--- config.mk ---
export PLATFORM = sky130hd
export DESIGN_NAME = order_delete_parser_param_flat
export DESIGN_NICKNAME = d
export VERILOG_FILES = /design/src/rtl/order_delete_parser_param_if.sv /design/src/rtl/order_delete_parser_param.sv /design/src/flat_wrapper.sv
export SDC_FILE = /design/constraint.sdc
export NUM_CORES = 1
export LEC_CHECK = 0
export ABC_CLOCK_PERIOD_IN_PS = 8150
export CAP_MARGIN = 20
export CORE_ASPECT_RATIO = 2
export CORE_MARGIN = 4
export CORE_UTILIZATION = 30
export DETAILED_ROUTE_END_ITERATION = 6
export SLEW_MARGIN = 20
export SYNTH_ARGS = -nofsm -noshare
export SYNTH_HDL_FRONTEND = slang
export SYNTH_SLANG_ARGS = --single-unit
export TNS_END_PERCENT = 5
--- constraint.sdc ---
create_clock -name clk -period 8.15 [get_ports clk]
set_input_delay 1.2225 -clock clk [delete_from_list [all_inputs] [get_ports clk]]
set_output_delay 1.2225 -clock clk [all_outputs]
set_load 0.005 [all_outputs]
--- src/rtl/order_delete_parser_param_if.sv ---
// Beat-stream input and decoded Order Delete fields exchanged between the
// message-type dispatcher (master) and the 'D' body parser (slave).
interface order_delete_parser_param_if #(
  parameter int DATA_W = 64
);
  localparam int BYTES = DATA_W / 8;
  localparam int TRK_W = $clog2(BYTES);

  logic [DATA_W-1:0] dataIn;
  logic              dataValid;
  logic [TRK_W-1:0]  trackerIn;
  logic              startOrderDelete;

  logic              busy;
  logic              msgValid;
  logic [31:0]       timeStamp;
  logic [63:0]       orderID;
  logic [31:0]       orderBookID;
  logic [7:0]        side;
  logic              sideErr;
  logic [TRK_W-1:0]  trackerOut;
  logic              lastLaneUsed;

  modport master (
    output dataIn, dataValid, trackerIn, startOrderDelete,
    input  busy, msgValid, timeStamp, orderID, orderBookID, side,
           sideErr, trackerOut, lastLaneUsed
  );

  modport slave (
    input  dataIn, dataValid, trackerIn, startOrderDelete,
    output busy, msgValid, timeStamp, orderID, orderBookID, side,
           sideErr, trackerOut, lastLaneUsed
  );
endinterface

--- src/rtl/order_delete_parser_param.sv ---
// ITCH Order Delete body parser: gathers 17 body bytes from any start lane; msgValid one cycle
// after the final byte is sampled. dataValid low stalls collection one cycle per idle beat.
module order_delete_parser_param #(
  parameter int DATA_W = 64
) (
  input logic                     clk,
  input logic                     rst,
  order_delete_parser_param_if.slave bus
);
  localparam int BYTES = DATA_W / 8;
  localparam int TRK_W = $clog2(BYTES);
  localparam logic [4:0] BYTES5   = 5'(BYTES);
  localparam logic [4:0] BODY_LEN = 5'd17;

  localparam logic [0:0] IDLE    = 1'b0;
  localparam logic [0:0] COLLECT = 1'b1;

  logic [0:0]       state;
  logic [4:0]       count;
  logic [135:0]     asmBuf;

  logic             msgValidR;
  logic [31:0]      timeStampR;
  logic [63:0]      orderIDR;
  logic [31:0]      orderBookIDR;
  logic [7:0]       sideR;
  logic             sideErrR;
  logic [TRK_W-1:0] trackerOutR;
  logic             lastLaneUsedR;

  logic             inIdle;
  logic             accept;
  logic             done;
  logic [TRK_W-1:0] baseLane;
  logic [4:0]       baseCnt;
  logic [135:0]     baseBuf;
  logic [4:0]       avail;
  logic [4:0]       need;
  logic [4:0]       take;
  logic [4:0]       nxtCnt;
  logic [4:0]       endLane;
  logic [DATA_W-1:0] aligned;
  logic [DATA_W-1:0] piece;
  logic [135:0]     nxtBuf;

  assign inIdle   = (state == IDLE);
  assign accept   = bus.dataValid & (inIdle ? bus.startOrderDelete : 1'b1);
  assign baseLane = inIdle ? bus.trackerIn : '0;
  assign baseCnt  = inIdle ? 5'd0 : count;
  assign baseBuf  = inIdle ? '0 : asmBuf;

  assign avail = BYTES5 - 5'(baseLane);
  assign need  = BODY_LEN - baseCnt;
  assign take  = (avail < need) ? avail : need;

  // Left-justify the useful lanes, then drop everything past the bytes we take.
  assign aligned = bus.dataIn << {baseLane, 3'b000};
  assign piece   = aligned >> {BYTES5 - take, 3'b000};
  assign nxtBuf  = (baseBuf << {take, 3'b000}) | {{(136-DATA_W){1'b0}}, piece};

  assign nxtCnt  = baseCnt + take;
  assign endLane = 5'(baseLane) + take;
  assign done    = accept && (nxtCnt == BODY_LEN);

  always_ff @(posedge clk) begin
    if (rst) begin
      state         <= IDLE;
      count         <= 5'd0;
      asmBuf        <= '0;
      msgValidR     <= 1'b0;
      timeStampR    <= '0;
      orderIDR      <= '0;
      orderBookIDR  <= '0;
      sideR         <= '0;
      sideErrR      <= 1'b0;
      trackerOutR   <= '0;
      lastLaneUsedR <= 1'b0;
    end else begin
      msgValidR <= done;
      if (accept) begin
        asmBuf <= nxtBuf;
        count  <= done ? 5'd0 : nxtCnt;
        state  <= done ? IDLE : COLLECT;
      end
      if (done) begin
        timeStampR    <= nxtBuf[135:104];
        orderIDR      <= nxtBuf[103:40];
        orderBookIDR  <= nxtBuf[39:8];
        sideR         <= nxtBuf[7:0];
        sideErrR      <= !((nxtBuf[7:0] == 8'h42) || (nxtBuf[7:0] == 8'h53));
        trackerOutR   <= endLane[TRK_W-1:0];
        lastLaneUsedR <= (endLane == BYTES5);
      end
    end
  end

  assign bus.busy         = (state == COLLECT);
  assign bus.msgValid     = msgValidR;
  assign bus.timeStamp    = timeStampR;
  assign bus.orderID      = orderIDR;
  assign bus.orderBookID  = orderBookIDR;
  assign bus.side         = sideR;
  assign bus.sideErr      = sideErrR;
  assign bus.trackerOut   = trackerOutR;
  assign bus.lastLaneUsed = lastLaneUsedR;
endmodule
--- src/flat_wrapper.sv ---
// flat-port wrapper written by rule: the top's interface ports become plain ports
module order_delete_parser_param_flat 
#(
  parameter int DATA_W = 64
)
  (clk, rst, bus_dataIn, bus_dataValid, bus_trackerIn, bus_startOrderDelete, bus_busy, bus_msgValid, bus_timeStamp, bus_orderID, bus_orderBookID, bus_side, bus_sideErr, bus_trackerOut, bus_lastLaneUsed);
  order_delete_parser_param_if #(.DATA_W(DATA_W)) bus_i ();
  input logic clk;
  input logic rst;
  input wire logic [$bits(bus_i.dataIn)-1:0] bus_dataIn;
  input wire logic [$bits(bus_i.dataValid)-1:0] bus_dataValid;
  input wire logic [$bits(bus_i.trackerIn)-1:0] bus_trackerIn;
  input wire logic [$bits(bus_i.startOrderDelete)-1:0] bus_startOrderDelete;
  output wire logic [$bits(bus_i.busy)-1:0] bus_busy;
  output wire logic [$bits(bus_i.msgValid)-1:0] bus_msgValid;
  output wire logic [$bits(bus_i.timeStamp)-1:0] bus_timeStamp;
  output wire logic [$bits(bus_i.orderID)-1:0] bus_orderID;
  output wire logic [$bits(bus_i.orderBookID)-1:0] bus_orderBookID;
  output wire logic [$bits(bus_i.side)-1:0] bus_side;
  output wire logic [$bits(bus_i.sideErr)-1:0] bus_sideErr;
  output wire logic [$bits(bus_i.trackerOut)-1:0] bus_trackerOut;
  output wire logic [$bits(bus_i.lastLaneUsed)-1:0] bus_lastLaneUsed;
  assign bus_i.dataIn = bus_dataIn;
  assign bus_i.dataValid = bus_dataValid;
  assign bus_i.trackerIn = bus_trackerIn;
  assign bus_i.startOrderDelete = bus_startOrderDelete;
  assign bus_busy = bus_i.busy;
  assign bus_msgValid = bus_i.msgValid;
  assign bus_timeStamp = bus_i.timeStamp;
  assign bus_orderID = bus_i.orderID;
  assign bus_orderBookID = bus_i.orderBookID;
  assign bus_side = bus_i.side;
  assign bus_sideErr = bus_i.sideErr;
  assign bus_trackerOut = bus_i.trackerOut;
  assign bus_lastLaneUsed = bus_i.lastLaneUsed;
  order_delete_parser_param #(.DATA_W(DATA_W)) u_core (.clk(clk), .rst(rst), .bus(bus_i));
endmodule
# Yosys cells after proc, flatten, opt, wreduce, memory -nomap -nowiden
# Cells that the tools add are included.
# classes
n_lt_le_gt_ge,1
shifts,3
eq_ne,4
reduce_logical,3
mux,7
bitwise_logic,2
addsub,5
# op_table
operator,n
136-bit two-way mux,1
136-bit by 64-bit OR with 136-bit output,1
136-bit by 8-bit << shifter with 136-bit output,1
64-bit by 6-bit << shifter with 64-bit output,1
64-bit by 8-bit >> shifter with 64-bit output,1
"8-bit by 7-bit == test with 1-bit output, second input constant",2
5-bit two-way mux,3
3-bit by 5-bit adder with 5-bit output,1
5-bit adder,1
"5-bit by 4-bit == test with 1-bit output, second input constant",1
"5-bit == test, second input constant",1
5-bit less-than comparator,1
"4-bit by 3-bit subtractor with 5-bit output, first input constant",1
"4-bit by 5-bit subtractor with 5-bit output, first input constant",1
"5-bit subtractor, first input constant",1
3-bit two-way mux,1
1-bit two-way mux,2
1-bit bitwise AND,1
1-bit logical AND,1
1-bit zero test,1
1-bit logical OR,1
# totals
wordCells,36
output_inout_bits,143
inputBits,71
reg_bits,284

# Longest topological paths before layout
# depth
ltp_word,10
ltp_mapped,29

# Least setup slack after synthesis
# No wires, ideal clock.
# synth_path
path_type,in2reg
start,input port bus_trackerIn[1]
end,register u_core.sideErrR (netlist: u_core.bus.sideErr)
setup_slack_ps,1452
required_ps,8030
path_stages,25
t_arrival_ps,6578
cell_sequence,buf_2 nand2b_1 clkbuf_1 clkbuf_1 ha_1 xnor2_1 ha_1 nand3_1 a21oi_1 a21oi_4 inv_2 clkbuf_1 buf_2 buf_2 ha_1 inv_1 fa_1 nand3_1 or3_1 o22ai_1 and2_1 buf_2 nand2_1 or3_1 o31a_1
# synth_between
elab_chain_len,10
# synth_rtl
item,line_no,rtl
from (decl),flat_wrapper.sv:12,input wire logic [$bits(bus_i.trackerIn)-1:0] bus_trackerIn;
3-bit two-way mux (*),order_delete_parser_param.sv:48,assign baseLane = inIdle ? bus.trackerIn : '0;
4-bit by 3-bit subtractor with 5-bit output,order_delete_parser_param.sv:52,assign avail = BYTES5 - 5'(baseLane);
5-bit less-than comparator,order_delete_parser_param.sv:54,assign take = (avail < need) ? avail : need;
5-bit two-way mux,order_delete_parser_param.sv:54,
4-bit by 5-bit subtractor with 5-bit output,order_delete_parser_param.sv:58,"assign piece = aligned >> {BYTES5 - take, 3'b000};"
64-bit by 8-bit >> shifter with 64-bit output,order_delete_parser_param.sv:58,
136-bit by 64-bit OR with 136-bit output,order_delete_parser_param.sv:59,"assign nxtBuf = (baseBuf << {take, 3'b000}) | {{(136-DATA_W){1'b0}}, piece};"
8-bit by 7-bit == test with 1-bit output,order_delete_parser_param.sv:90,sideErrR <= !((nxtBuf[7:0] == 8'h42) || (nxtBuf[7:0] == 8'h53));
1-bit logical OR,order_delete_parser_param.sv:90,
1-bit zero test,order_delete_parser_param.sv:90,
to (signal assigned),order_delete_parser_param.sv:90,
to (decl),order_delete_parser_param.sv:27,logic sideErrR;
# Every way passes the cells marked *; elsewhere a longest branch is shown, timed or not.
# A chain may end at the register's enable or synchronous reset.

# Worst setup path after layout
# layout_path
start,input port bus_trackerIn[2]
end,register u_core.sideR[3] (netlist: u_core.bus.side[3])
# layout_between
elab_chain_len,7
# layout_rtl
item,line_no,rtl
3-bit two-way mux (*),order_delete_parser_param.sv:48,
4-bit by 3-bit subtractor with 5-bit output,order_delete_parser_param.sv:52,
5-bit less-than comparator,order_delete_parser_param.sv:54,
5-bit two-way mux,order_delete_parser_param.sv:54,
4-bit by 5-bit subtractor with 5-bit output / 5-bit adder (equally long branches),"order_delete_parser_param.sv:58, order_delete_parser_param.sv:61",
64-bit by 8-bit >> shifter with 64-bit output / 5-bit == test (equally long branches),"order_delete_parser_param.sv:58, order_delete_parser_param.sv:63",
136-bit by 64-bit OR with 136-bit output / 1-bit logical AND (equally long branches),"order_delete_parser_param.sv:59, order_delete_parser_param.sv:63",
to (signal assigned),order_delete_parser_param.sv:89,sideR <= nxtBuf[7:0];
to (decl),order_delete_parser_param.sv:26,logic [7:0] sideR;
# Marked as above.

==> results.sh <==
export IMPL_status="finished, final reports clean"
export IMPL_pwr_share_comb_pct=37.9
export IMPL_cts_tree="built"
export IMPL_syn_area_per_cell_um2=7.28
export IMPL_cts_sinks=284
export IMPL_power_density_mw_per_mm2=198
export IMPL_grt_pass1_wl_um=155000
export IMPL_clk_latency_ps=580
export IMPL_yosysTopAreaCell="dfxtp_1"
export IMPL_fillers=6926
export IMPL_fp_row_count=132
export IMPL_cts_buffers=26
export IMPL_async_flop_share_pct=0
export IMPL_grt_remaining_overflow=0
export IMPL_yosysUniqueCellTypes=94
export IMPL_power_share_clock_pct=29.3
export IMPL_wl_per_cell_um=29.6
export IMPL_synth_ff_type="dfxtp_1"
export IMPL_pin_count=214
export IMPL_p_int_mw=2.69
export IMPL_synth_area_top_cells="dfxtp_1 (29%), mux2i_1 (7.3%), a21oi_1 (6.8%)"
export IMPL_grt_start_max_net_pins=84
export IMPL_netlist_area_leader_share_pct=28.9
export IMPL_synth_adder_area_share_pct=0.954
export IMPL_cts_resized=0
export IMPL_synth_edf_count=0
export IMPL_yosysWarnings=0
export IMPL_final_net_count=2854
export IMPL_cts_htree_levels=1
export IMPL_first_pass_iters=7
export IMPL_start_kind="input pin"
export IMPL_cap_violations=0
export IMPL_p_leak_nw=8.59
export IMPL_setup_violations=0
export IMPL_grt_pass1_vias=21538
export IMPL_cts_reportedPaths_clkPinSlew_ps=70
export IMPL_worstSetupPathType="input pin to flop"
export IMPL_ant_nets=0
export IMPL_synthCells=2702
export IMPL_hp_class="flop to flop"
export IMPL_switching_power_mw=1.96
export IMPL_ys_seq_elements=284
export IMPL_netSwitchingFraction_pct=42.2
export IMPL_finalHoldViolations=0
export IMPL_synth_compound_area_share_pct=33.4
export IMPL_root_buffer="clkbuf_16"
export IMPL_vias=22367
export IMPL_crit_path_max_fanout=83
export IMPL_syn_to_final_growth_pct=19.5
export IMPL_antenna_found_initial=3
export IMPL_drt_iter0_drc=2234
export IMPL_io_buffer_count=213
export IMPL_drv_slew=0
export IMPL_required_ps=8540
export IMPL_clk_path_buf_depth=3
export IMPL_syn_nets=2786
export IMPL_track_usage_pct=29.7
export IMPL_dieArea_mm2=0.0700
export IMPL_die_y_um=370
export IMPL_dpl_hpwl_um=81100
export IMPL_syn_area_mm2=0.0197
export IMPL_worst_pin_slew_ps=1290
export IMPL_whs_ps=457
export IMPL_start_util_pct=30.3
export IMPL_ir_drop_mv=0.126
export IMPL_synthTopCellsByCount="nand2_1 (341), nor2_1 (336), dfxtp_1 (284)"
export IMPL_critPathCaptureType="flop"
export IMPL_maxSlewHeadroom_pct=14.1
export IMPL_period_share_pct=84.6
export IMPL_synth_most_common_cell="nand2_1"
export IMPL_place_ws_ps=768
export IMPL_via_per_inst=6.11
export IMPL_synth_top_family_by_area="compound AO/OA/AOI/OAI gates"
export IMPL_yosys_area_share_simple_pct=20.2
export IMPL_seq_power_share_pct=32.9
export IMPL_post_cts_setup_buffer_count=0
export IMPL_synth_mux_area_share_pct=9.88
export IMPL_drive_gt1_share_pct=8.14
export IMPL_drt_total_wl_um=108000
export IMPL_synth_xor_area_share_pct=0.490
export IMPL_rsz0062_at_grt="no"
export IMPL_finClkSkew_ps=15.0
export IMPL_power_mw=4.66
export IMPL_fp_dieW_um=189
export IMPL_drc=0
export IMPL_setup_tns_ps=0
export IMPL_yosysSeqAreaShare_pct=28.9
export IMPL_layout_min_cycle_time_ps=6890
export IMPL_gp_congestion=1.02
export IMPL_core_mm2=0.0649
export IMPL_fmax_mhz=145
export IMPL_critPathArrivalTime_ps=7290
export IMPL_hold_buffers=0
export IMPL_finalWorstSetupSlack_ps=1260
## critical path, cell delays in order
cell,delay [ps]
clkdlybuf4s50_1,600
or2_0,180
o21a_1,390
clkinv_1,210
ha_1,370
nand3_1,130
and2_1,220
a211oi_4,480
a21oi_4,130
inv_2,320
ha_1,290
a21oi_1,230
xnor2_1,80
or3_1,300
o22ai_1,270
and2_4,480
buf_12,370
nor2_1,210
a211oi_1,750
## worst paths after layout
kind | start | to | slack [ps] | cells past startpoint
setup / recovery | bus_trackerIn[2] | u_core.bus.side[3] | 1260 | 19
hold / removal | u_core.bus.timeStamp[4] | u_core.bus.timeStamp[4] | 460 | 2
setup reg to reg | u_core.bus.busy | u_core.bus.side[3] | 1640 | 19
hold reg to reg | u_core.bus.timeStamp[4] | u_core.bus.timeStamp[4] | 460 | 2
## power groups by stage
| stage | Clock [mW] | Sequential (mW) | Combinational, mW |
|---|---|---|---|
| floorplan | 0 | 1.51 | 1.02 |
| global placement | 0 | 1.56 | 1.68 |
| detailed placement | 0 | 1.56 | 1.68 |
| CTS | 1.38 | 1.52 | 1.69 |
| global route | 1.42 | 1.53 | 1.83 |
| finish | 1.36 | 1.53 | 1.76 |
## cell families after synthesis
group	count (synthesis)
AO/OA/AOI/OAI	1009
AND/OR/NAND/NOR	912
buffers and inverters	291
flip-flops	284
multiplexers	181
adder cells (fa/ha/maj)	14
XOR/XNOR	11
## flip-flops by register name, summed over array words and instances (netlist names)
signal / cells
u_core.asmBuf: 136
u_core.bus.busy: 1
u_core.bus.lastLaneUsed: 1
u_core.bus.msgValid: 1
u_core.bus.orderBookID: 32
u_core.bus.orderID: 64
u_core.bus.side: 8
u_core.bus.sideErr: 1
u_core.bus.timeStamp: 32
u_core.bus.trackerOut: 3
u_core.count: 5
## metal layers
layer  GRT usage [%]  share of wire, %  up-vias
met5               0             0.057        -
met4            30.4                13        8
met3            4.53               6.1      425
met2            50.1                47     1152
met1            30.2                33    10690
li1                -                 -    10092
## cells in the final DEF (no fill, tap or decap), types with 10 or more instances in the layout
cell type,instances
o211a_1,19
nand3_1,81
a31oi_1,36
and2_1,18
nor2_1,336
a22oi_1,25
o21ai_1,13
a211oi_1,158
buf_4,83
nand2b_1,13
mux2i_1,143
o221ai_1,17
a2bb2oi_1,11
inv_1,19
o211ai_1,31
a21oi_1,268
ha_1,11
dfxtp_1,283
o2bb2ai_1,10
and3_1,19
o21ai_0,210
nand2_1,339
clkbuf_16,27
a221oi_1,25
clkdlybuf4s50_1,211
o22ai_1,50
nor2b_1,16
mux2_2,29
nor3_1,32
## metrics by stage
step	instance area [µm²]	instances	util [%]
global placement	22600	3612	34.8
global route	23500	3660	36.2
detailed placement	22600	3612	34.8
floorplan	19700	2702	-
CTS	23500	3659	36.2
finish	23500	3661	36.2
## final cells by class
class	instances	area [µm²]	share of cell area [%]
Tap cell	871	1090	4.63
Clock buffer	33	738	3.14
Timing Repair Buffer	301	2850	12.1
Multi-Input combinational cell	2127	12900	54.7
Sequential cell	284	5690	24.2
Antenna cell	1	2.50	0.0106
Clock inverter	14	176	0.750
Inverter	30	115	0.490
No activity file was read; power rests on OpenSTA's default activity.
